==> src/rtl/audio_cfg_seq_if.sv <==
// Shadow-register write bus of the audio coefficient sequencer:
// byte writes, commit request and the busy status returned to the host.
interface audio_cfg_seq_if;
    logic       wr;
    logic [4:0] addr;
    logic [7:0] wdata;
    logic       commit;
    logic       busy;

    modport master (output wr, addr, wdata, commit, input busy);
    modport slave  (input wr, addr, wdata, commit, output busy);
endinterface

==> src/rtl/audio_cfg_seq.sv <==
// Audio filter coefficient sequencer: a host writes a shadow coefficient set
// byte by byte; a commit fades the output attenuation up to 16, swaps the
// shadow set into the active set, waits for the filter to settle and then
// fades back down to the user attenuation.
module audio_cfg_seq #(
    parameter int unsigned        STEP_SAMPLES   = 64,
    parameter int unsigned        SETTLE_SAMPLES = 256,
    parameter logic [31:0]        DEF_FLT_RATE   = 32'd7056000,
    parameter logic [39:0]        DEF_CX         = 40'd4258969,
    parameter logic [7:0]         DEF_CX0        = 8'd3,
    parameter logic [7:0]         DEF_CX1        = 8'd3,
    parameter logic [7:0]         DEF_CX2        = 8'd1,
    parameter logic signed [23:0] DEF_CY0        = -24'sd6216759,
    parameter logic signed [23:0] DEF_CY1        = 24'sd6143386,
    parameter logic signed [23:0] DEF_CY2        = -24'sd2023767
) (
    input  logic        clk,
    input  logic        reset,
    input  logic        sample_ce,
    audio_cfg_seq_if.slave bus,
    input  logic [4:0]  user_att,
    input  logic [1:0]  user_mix,
    output logic [31:0] flt_rate,
    output logic [39:0] cx,
    output logic [7:0]  cx0,
    output logic [7:0]  cx1,
    output logic [7:0]  cx2,
    output logic [23:0] cy0,
    output logic [23:0] cy1,
    output logic [23:0] cy2,
    output logic [4:0]  att,
    output logic [1:0]  mix
);

    // Byte n of the set lives at bits [8n+7:8n]; 21 bytes in total.
    localparam logic [167:0] DEF_SET = {DEF_CY2, DEF_CY1, DEF_CY0,
                                        DEF_CX2, DEF_CX1, DEF_CX0,
                                        DEF_CX, DEF_FLT_RATE};

    localparam int unsigned CNT_TOP = (STEP_SAMPLES > SETTLE_SAMPLES) ?
                                      STEP_SAMPLES : SETTLE_SAMPLES;
    localparam int unsigned CW      = $clog2(CNT_TOP + 1);
    localparam logic [CW-1:0] STEP_LAST   = CW'(STEP_SAMPLES - 1);
    localparam logic [CW-1:0] SETTLE_LAST = CW'(SETTLE_SAMPLES - 1);
    localparam logic [4:0]    ATT_MUTE    = 5'd16;

    typedef enum logic [2:0] {
        IDLE,
        RAMP_DOWN,
        SWAP,
        SETTLE,
        RAMP_UP
    } state_t;

    state_t         state;
    logic           pending;
    logic [CW-1:0]  cnt;
    logic [167:0]   shadow;
    logic [167:0]   active;

    // Host byte writes land in the shadow set in every state.
    always_ff @(posedge clk or posedge reset) begin
        if (reset) begin
            shadow <= DEF_SET;
        end else if (bus.wr && (bus.addr < 5'd21)) begin
            shadow[{bus.addr, 3'b000} +: 8] <= bus.wdata;
        end
    end

    // Fade/swap/settle sequencer; also owns att, mix and the active set.
    always_ff @(posedge clk or posedge reset) begin
        if (reset) begin
            state   <= IDLE;
            pending <= 1'b0;
            cnt     <= '0;
            att     <= ATT_MUTE;
            mix     <= '0;
            active  <= DEF_SET;
        end else begin
            // A commit arriving mid-sequence is remembered and replayed
            // from IDLE; several such commits collapse into one.
            if (bus.commit && (state != IDLE)) begin
                pending <= 1'b1;
            end

            case (state)
                IDLE: begin
                    att <= user_att;
                    mix <= user_mix;
                    cnt <= '0;
                    if (bus.commit || pending) begin
                        state   <= RAMP_DOWN;
                        pending <= 1'b0;
                    end
                end

                RAMP_DOWN: begin
                    if (att >= ATT_MUTE) begin
                        state <= SWAP;
                        cnt   <= '0;
                    end else if (sample_ce) begin
                        if (cnt == STEP_LAST) begin
                            cnt <= '0;
                            att <= att + 5'd1;
                            if (att == ATT_MUTE - 5'd1) begin
                                state <= SWAP;
                            end
                        end else begin
                            cnt <= cnt + CW'(1);
                        end
                    end
                end

                SWAP: begin
                    active <= shadow;
                    att    <= ATT_MUTE;
                    cnt    <= '0;
                    state  <= SETTLE;
                end

                SETTLE: begin
                    if (sample_ce) begin
                        if (cnt == SETTLE_LAST) begin
                            cnt   <= '0;
                            state <= RAMP_UP;
                        end else begin
                            cnt <= cnt + CW'(1);
                        end
                    end
                end

                RAMP_UP: begin
                    if (user_att >= att) begin
                        att   <= user_att;
                        cnt   <= '0;
                        state <= IDLE;
                    end else if (sample_ce) begin
                        if (cnt == STEP_LAST) begin
                            cnt <= '0;
                            att <= att - 5'd1;
                            if ((att - 5'd1) == user_att) begin
                                state <= IDLE;
                            end
                        end else begin
                            cnt <= cnt + CW'(1);
                        end
                    end
                end

                default: begin
                    state <= IDLE;
                    cnt   <= '0;
                end
            endcase
        end
    end

    assign bus.busy = (state != IDLE) || pending;

    assign flt_rate = active[31:0];
    assign cx       = active[71:32];
    assign cx0      = active[79:72];
    assign cx1      = active[87:80];
    assign cx2      = active[95:88];
    assign cy0      = active[119:96];
    assign cy1      = active[143:120];
    assign cy2      = active[167:144];

endmodule
==> src/flat_wrapper.sv <==
// flat-port wrapper written by rule: the top's interface ports become plain ports
module audio_cfg_seq_flat 
#(
    parameter int unsigned        STEP_SAMPLES   = 64,
    parameter int unsigned        SETTLE_SAMPLES = 256,
    parameter logic [31:0]        DEF_FLT_RATE   = 32'd7056000,
    parameter logic [39:0]        DEF_CX         = 40'd4258969,
    parameter logic [7:0]         DEF_CX0        = 8'd3,
    parameter logic [7:0]         DEF_CX1        = 8'd3,
    parameter logic [7:0]         DEF_CX2        = 8'd1,
    parameter logic signed [23:0] DEF_CY0        = -24'sd6216759,
    parameter logic signed [23:0] DEF_CY1        = 24'sd6143386,
    parameter logic signed [23:0] DEF_CY2        = -24'sd2023767
)
  (clk, reset, sample_ce, user_att, user_mix, flt_rate, cx, cx0, cx1, cx2, cy0, cy1, cy2, att, mix, bus_wr, bus_addr, bus_wdata, bus_commit, bus_busy);
  audio_cfg_seq_if bus_i ();
  input  logic clk;
  input  logic reset;
  input  logic sample_ce;
  input  logic [4:0] user_att;
  input  logic [1:0] user_mix;
  output logic [31:0] flt_rate;
  output logic [39:0] cx;
  output logic [7:0] cx0;
  output logic [7:0] cx1;
  output logic [7:0] cx2;
  output logic [23:0] cy0;
  output logic [23:0] cy1;
  output logic [23:0] cy2;
  output logic [4:0] att;
  output logic [1:0] mix;
  input wire logic [$bits(bus_i.wr)-1:0] bus_wr;
  input wire logic [$bits(bus_i.addr)-1:0] bus_addr;
  input wire logic [$bits(bus_i.wdata)-1:0] bus_wdata;
  input wire logic [$bits(bus_i.commit)-1:0] bus_commit;
  output wire logic [$bits(bus_i.busy)-1:0] bus_busy;
  assign bus_i.wr = bus_wr;
  assign bus_i.addr = bus_addr;
  assign bus_i.wdata = bus_wdata;
  assign bus_i.commit = bus_commit;
  assign bus_busy = bus_i.busy;
  audio_cfg_seq #(.STEP_SAMPLES(STEP_SAMPLES), .SETTLE_SAMPLES(SETTLE_SAMPLES), .DEF_FLT_RATE(DEF_FLT_RATE), .DEF_CX(DEF_CX), .DEF_CX0(DEF_CX0), .DEF_CX1(DEF_CX1), .DEF_CX2(DEF_CX2), .DEF_CY0(DEF_CY0), .DEF_CY1(DEF_CY1), .DEF_CY2(DEF_CY2)) u_core (.clk(clk), .reset(reset), .sample_ce(sample_ce), .bus(bus_i), .user_att(user_att), .user_mix(user_mix), .flt_rate(flt_rate), .cx(cx), .cx0(cx0), .cx1(cx1), .cx2(cx2), .cy0(cy0), .cy1(cy1), .cy2(cy2), .att(att), .mix(mix));
endmodule
==> config.mk <==
export PLATFORM = sky130hd
export DESIGN_NAME = audio_cfg_seq_flat
export DESIGN_NICKNAME = d
export VERILOG_FILES = /design/src/rtl/audio_cfg_seq_if.sv /design/src/rtl/audio_cfg_seq.sv /design/src/flat_wrapper.sv
export SDC_FILE = /design/constraint.sdc
export NUM_CORES = 1
export LEC_CHECK = 0
export ABC_CLOCK_PERIOD_IN_PS = 15100
export BUFFER_PORTS_ARGS = -buffer_cell sky130_fd_sc_hd__buf_2
export CAP_MARGIN = 20
export CORE_MARGIN = 3
export CORE_UTILIZATION = 35
export CTS_CLUSTER_DIAMETER = 60
export DETAILED_ROUTE_END_ITERATION = 6
export PLACE_DENSITY = 0.62
export SKIP_LAST_GASP = 1
export SYNTH_ARGS = -nofsm -noshare
export SYNTH_HDL_FRONTEND = slang
export SYNTH_SLANG_ARGS = --single-unit
==> constraint.sdc <==
create_clock -name clk -period 15.1 [get_ports clk]
set_input_delay 2.265 -clock clk [delete_from_list [all_inputs] [get_ports clk]]
set_output_delay 2.265 -clock clk [all_outputs]
set_load 0.02 [all_outputs]
# [Word-level counts from Yosys, hierarchy flattened]
# Index checks and enable logic that the tools add are counted.
[classes] n_addsub=4 n_lt_le_gt_ge=3 eq_ne=20 shifts=2 mux=30 reduce_logical=9
[op_table] cell="168-bit bitwise mux" n=1
[op_table] cell="8-bit by 10-bit variable shift with 168-bit output, first input constant" n=1
[op_table] cell="8-bit by 10-bit indexed part select with 168-bit output" n=1
[op_table] cell="9-bit two-way mux" n=6
[op_table] cell="3-bit two-way mux" n=11
[op_table] cell="5-bit two-way mux" n=6
[op_table] cell="9-bit case mux with 3 select lines" n=1
[op_table] cell="5-bit case mux with 4 select lines" n=1
[op_table] cell="3-bit case mux with 5 select lines" n=1
[op_table] cell="3-bit by 1-bit inequality test with 1-bit output, second input constant" n=4
[op_table] cell="8-bit negation with 10-bit output" n=1
[op_table] cell="9-bit by 1-bit adder with 9-bit output, second input constant" n=1
[op_table] cell="9-bit by 6-bit equality test with 1-bit output, second input constant" n=1
[op_table] cell="9-bit by 8-bit equality test with 1-bit output, second input constant" n=1
[op_table] cell="9-bit AND reduction" n=1
[op_table] cell="3-bit by 2-bit equality test with 1-bit output, second input constant" n=2
[op_table] cell="2-bit by 1-bit inequality test with 1-bit output, second input constant" n=3
[op_table] cell="2-bit inequality test, second input constant" n=3
[op_table] cell="3-bit by 2-bit inequality test with 1-bit output, second input constant" n=2
[op_table] cell="6-bit AND reduction" n=1
[op_table] cell="5-bit by 1-bit adder with 5-bit output, second input constant" n=1
[op_table] cell="5-bit by 4-bit equality test with 1-bit output, second input constant" n=1
[op_table] cell="5-bit equality test" n=1
[op_table] cell="5-bit >= comparator" n=1
[op_table] cell="11 further kinds" n=15
[totals] regBits=356 in_bits=25 out_inout_bits=176

# [Longest topological paths before layout]
[depth] word_depth=7 ltp_mapped=10

# [Least setup slack after synthesis]
# Ideal clock, no wire load.
[synth_timing] path_kind="input port to flip-flop" from="in bus_addr[0]" to="reg u_core.shadow[10]" arrival_time_ps=4099 path_slack_ps=10874 path_stages=9 path_buffers=3 path_cell_list="buf_2 inv_1 ha_1 xor2_1 or3_1 clkbuf_1 clkbuf_1 nor2_1 mux2_1"
[synth_between] elab_chain_len=3 elab_cells_between_ends=6 classes_between="add/sub (1); order compare (1); shift (2); mux (1); reduce/logical (1)"
[synth_rtl] item="from (decl)" line="flat_wrapper.sv:33" rtl="input wire logic [$bits(bus_i.addr)-1:0] bus_addr;"
[synth_rtl] item="8-bit negation with 10-bit output" line="audio_cfg_seq.sv:66" rtl="shadow[{bus.addr, 3'b000} +: 8] <= bus.wdata;"
[synth_rtl] item="8-bit by 10-bit indexed part select with 168-bit output or 8-bit by 10-bit variable shift with 168-bit output (tied branches)" line="audio_cfg_seq.sv:66"
[synth_rtl] item="168-bit bitwise mux" line="audio_cfg_seq.sv:66"
[synth_rtl] item="to (signal, indexed assignment)" line="audio_cfg_seq.sv:66"
[synth_rtl] item="to (decl)" line="audio_cfg_seq.sv:58" rtl="logic [167:0] shadow;"
# Parallel ways exist; a longest one is shown, timed or not.
# A chain may end at the register's enable or synchronous reset.

# [Worst setup path after layout]
[layout_timing] from="in bus_addr[0]" to="reg u_core.shadow[149]"
# Same word-level chain as after synthesis.

==> flow_metrics.env <==
export IMPL_grt_usage_pct=17.0
export IMPL_synthArstFlopShare_pct=100
export IMPL_post_cts_buffers=0
export IMPL_synth_edf_count=0
export IMPL_finalCoreUtilization_pct=42.8
export IMPL_die_h_um=212
export IMPL_ys_seq_elements=356
export IMPL_wl_met1_um=16700
export IMPL_status="completed"
export IMPL_diodes=0
export IMPL_gp_congestion=0.813
export IMPL_ant_nets=0
export IMPL_cp_data_arrival_time_ns=4.88
export IMPL_synth_fp_nets=1140
export IMPL_routed_top_layer="met5"
export IMPL_finalClockSkew_ns=0.0155
export IMPL_r2r_end="u_core.active[78]$_DFFE_PP0P_"
export IMPL_htreeDepth=2
export IMPL_max_freq_ghz=0.227
export IMPL_first_pass_iters=5
export IMPL_seq_power_share_pct=42.1
export IMPL_portBuffers=200
export IMPL_vias=9285
export IMPL_drc_errors=0
export IMPL_pre_cts_ws_ns=10.15
export IMPL_power_density_mw_per_mm2=170
export IMPL_r2r_start="u_core.state[1]$_DFFE_PP0P_"
export IMPL_viasPerCell=5.01
export IMPL_die_w_um=212
export IMPL_setup_viol=0
export IMPL_routed_wirelength_um=37700
export IMPL_p_sw_mw=0.938
export IMPL_dpl_hpwl_um=25300
export IMPL_crit_fanout=16
export IMPL_area_delta_synth_final_pct=19.2
export IMPL_grt_overflow=0
export IMPL_tightest_slew_ns=1.09
export IMPL_regToRegSetupSlack_ns=11.11
export IMPL_grt_pass1_vias=9698
export IMPL_synth_ff_type="dfrtp_1"
export IMPL_cts_tree="done"
export IMPL_min_from="u_core.shadow[54]$_DFFE_PP1P_"
export IMPL_wl_met2_um=17600
export IMPL_final_common_cell="mux2_2"
export IMPL_maxSlewViolCount=0
export IMPL_syn_cell_area_sq_mm=0.0149
export IMPL_cts_hold_buf=0
export IMPL_cts_resized=0
export IMPL_cap_violations=0
export IMPL_dp_cells=1782
export IMPL_seq_area_frac_synth_pct=61.1
export IMPL_leakagePower_nw=8.47
export IMPL_numCtsBuffers=41
export IMPL_fin_crit_sh_pct=29.2
export IMPL_hp_class="flip-flop to flip-flop"
export IMPL_wl_met3_um=2660
export IMPL_max_slew_margin_rel_pct=27.2
export IMPL_critPathLaunchType="input port"
export IMPL_rsz0062_at_grt="false"
export IMPL_grt_max_degree=172
export IMPL_multiInputGateArea_sq_mm=0.00544
export IMPL_avgSynthCellArea_sq_um=13.5
export IMPL_r2r_cells=5
export IMPL_row_count=74
export IMPL_root_buffer="clkbuf_16"
export IMPL_fin_cells=1855
export IMPL_ios=201
export IMPL_core_area_sq_mm=0.0414
export IMPL_synth_warnings=0
export IMPL_p_comb_share_pct=24.7
export IMPL_worst_ep_required_time_ns=15.57
export IMPL_nFillCells=3810
export IMPL_worst_ir_drop_vdd_mv=0.111
export IMPL_endpoint_kind="flip-flop"
export IMPL_hold_viol=0
export IMPL_grt_pass1_wl_um=58800
export IMPL_antenna_found_initial=5
export IMPL_synth_cell_types=63
export IMPL_start_util_pct=35.9
export IMPL_drtIter0Drc=517
export IMPL_p_int_mw=2.07
export IMPL_path_clk_slew_ns=0.06
export IMPL_fp_dieArea_sq_mm=0.0449
export IMPL_insertion_delay_ns=0.56
export IMPL_holdPathEnd="u_core.shadow[54]$_DFFE_PP1P_"
export IMPL_swShare_pct=31.2
export IMPL_cts_path_max_buffers=3
export IMPL_synthCells=1100
export IMPL_fin_setup_tns_ns=0
export IMPL_fin_crit_ns=4.41
export IMPL_hold_path_depth=2
export IMPL_seqCellArea_sq_mm=0.00907
export IMPL_power_frac_clock_pct=33.2
export IMPL_critPathKind="input port to flip-flop"
export IMPL_wl_per_cell_um=20.3
export IMPL_cts_num_sinks=356
export IMPL_final_nets=1333
export IMPL_drive_gt1_share_pct=49.7
export IMPL_setup_slack_ns=10.69
export IMPL_most_common_layout_cells="243 x mux2_2, 229 x dfrtp_1, 200 x buf_2"
## kinds of logic (layout without fill, tap and decap cells)
group,Yosys count,count (layout),synth area share [%]
and+or+nand+nor,233,233,7.88
AOI/OAI and AO/OA,114,114,5.22
adders and majority gates,15,15,1.26
buffers and inverters,85,308,2.39
muxes,283,283,21.4
xor gates and xnor gates,14,14,0.826
DFF,356,356,61.1
## area by class of cell
type / instances / share of cell area (%)
Clock buffer: 59 / 6.46
Clock inverter: 14 / 1.15
Inverter: 28 / 0.636
Multi-Input combinational cell: 659 / 30.7
Sequential cell: 356 / 51.2
Tap cell: 532 / 3.76
Timing Repair Buffer: 207 / 6.02
## state kept, by name, indices dropped and copies added (netlist names)
| signal | flops |
|---|---|
| u_core.state | 3 |
| u_core.active | 168 |
| u_core.shadow | 168 |
| u_core.cnt | 9 |
| u_core.pending | 1 |
| u_core.mix | 2 |
| u_core.att | 5 |
## critical path, stage by stage
cell and delay [ns]:
buf_2 0.19, inv_1 0.15, ha_1 0.32, nand2b_1 0.13, nor3_2 0.35, nor2_1 0.14
nor2b_1 0.65, nand3_2 0.40, mux2i_1 0.27
## layer usage
layer | track usage, % | vias up
met3 | 5.08 | 58
met1 | 22.7 | 4756
li1 | - | 4261
met4 | 4.73 | 8
met5 | 0 | -
met2 | 27.0 | 202
## power by group through the flow
stage	combinational (mW)	sequential (mW)	clock, mW
final	0.741	1.27	0.998
after global placement	0.739	1.28	0
after CTS	0.755	1.27	1.03
after floorplan	0.400	1.39	0
after global routing	0.808	1.29	1.07
after detailed placement	0.752	1.28	0
## cell usage after synthesis (all sizes together) (8+ instances only)
| cell | number | share of area, % |
|---|---|---|
| dfrtp | 229 | 39 |
| mux2i | 12 | 0.81 |
| buf | 27 | 0.93 |
| a21oi | 8 | 0.27 |
| nand2b | 10 | 0.42 |
| nor2 | 51 | 1.3 |
| o31ai | 29 | 1.5 |
| mux2 | 271 | 21 |
| xnor2 | 9 | 0.53 |
| inv | 28 | 0.71 |
| nor3 | 14 | 0.54 |
| ha | 15 | 1.3 |
| nand3 | 22 | 1.3 |
| o21ai | 42 | 1.4 |
| nand2 | 97 | 2.5 |
| dfstp | 127 | 22 |
| clkbuf | 30 | 0.76 |
## through the flow
step	hold slack (ns)	total power, mW	cell area [sq um]
2_1_floorplan	0.443	1.79	14900
5_1_grt	0.496	3.17	17700
3_3_place_gp	0.456	2.01	16400
6_report	0.472	3.01	17700
3_5_place_dp	0.461	2.03	16400
4_1_cts	0.474	3.05	17700
## how the worst max path moves through the flow
stage,cells after the start,slack (ns),from,endpoint
after CTS,9,10.72,bus_addr[0],u_core.shadow[149]$_DFFE_PP1P_
after global routing,9,10.49,bus_addr[0],u_core.shadow[149]$_DFFE_PP1P_
after floorplan,1,3.17,reset,u_core.active[0]$_DFFE_PP0P_
after detailed placement,9,10.15,bus_addr[0],u_core.shadow[149]$_DFFE_PP1P_
final,9,10.69,bus_addr[0],u_core.shadow[149]$_DFFE_PP1P_
after global placement,9,10.18,bus_addr[0],u_core.shadow[161]$_DFFE_PP0P_
(Power assumes the default switching activity.)
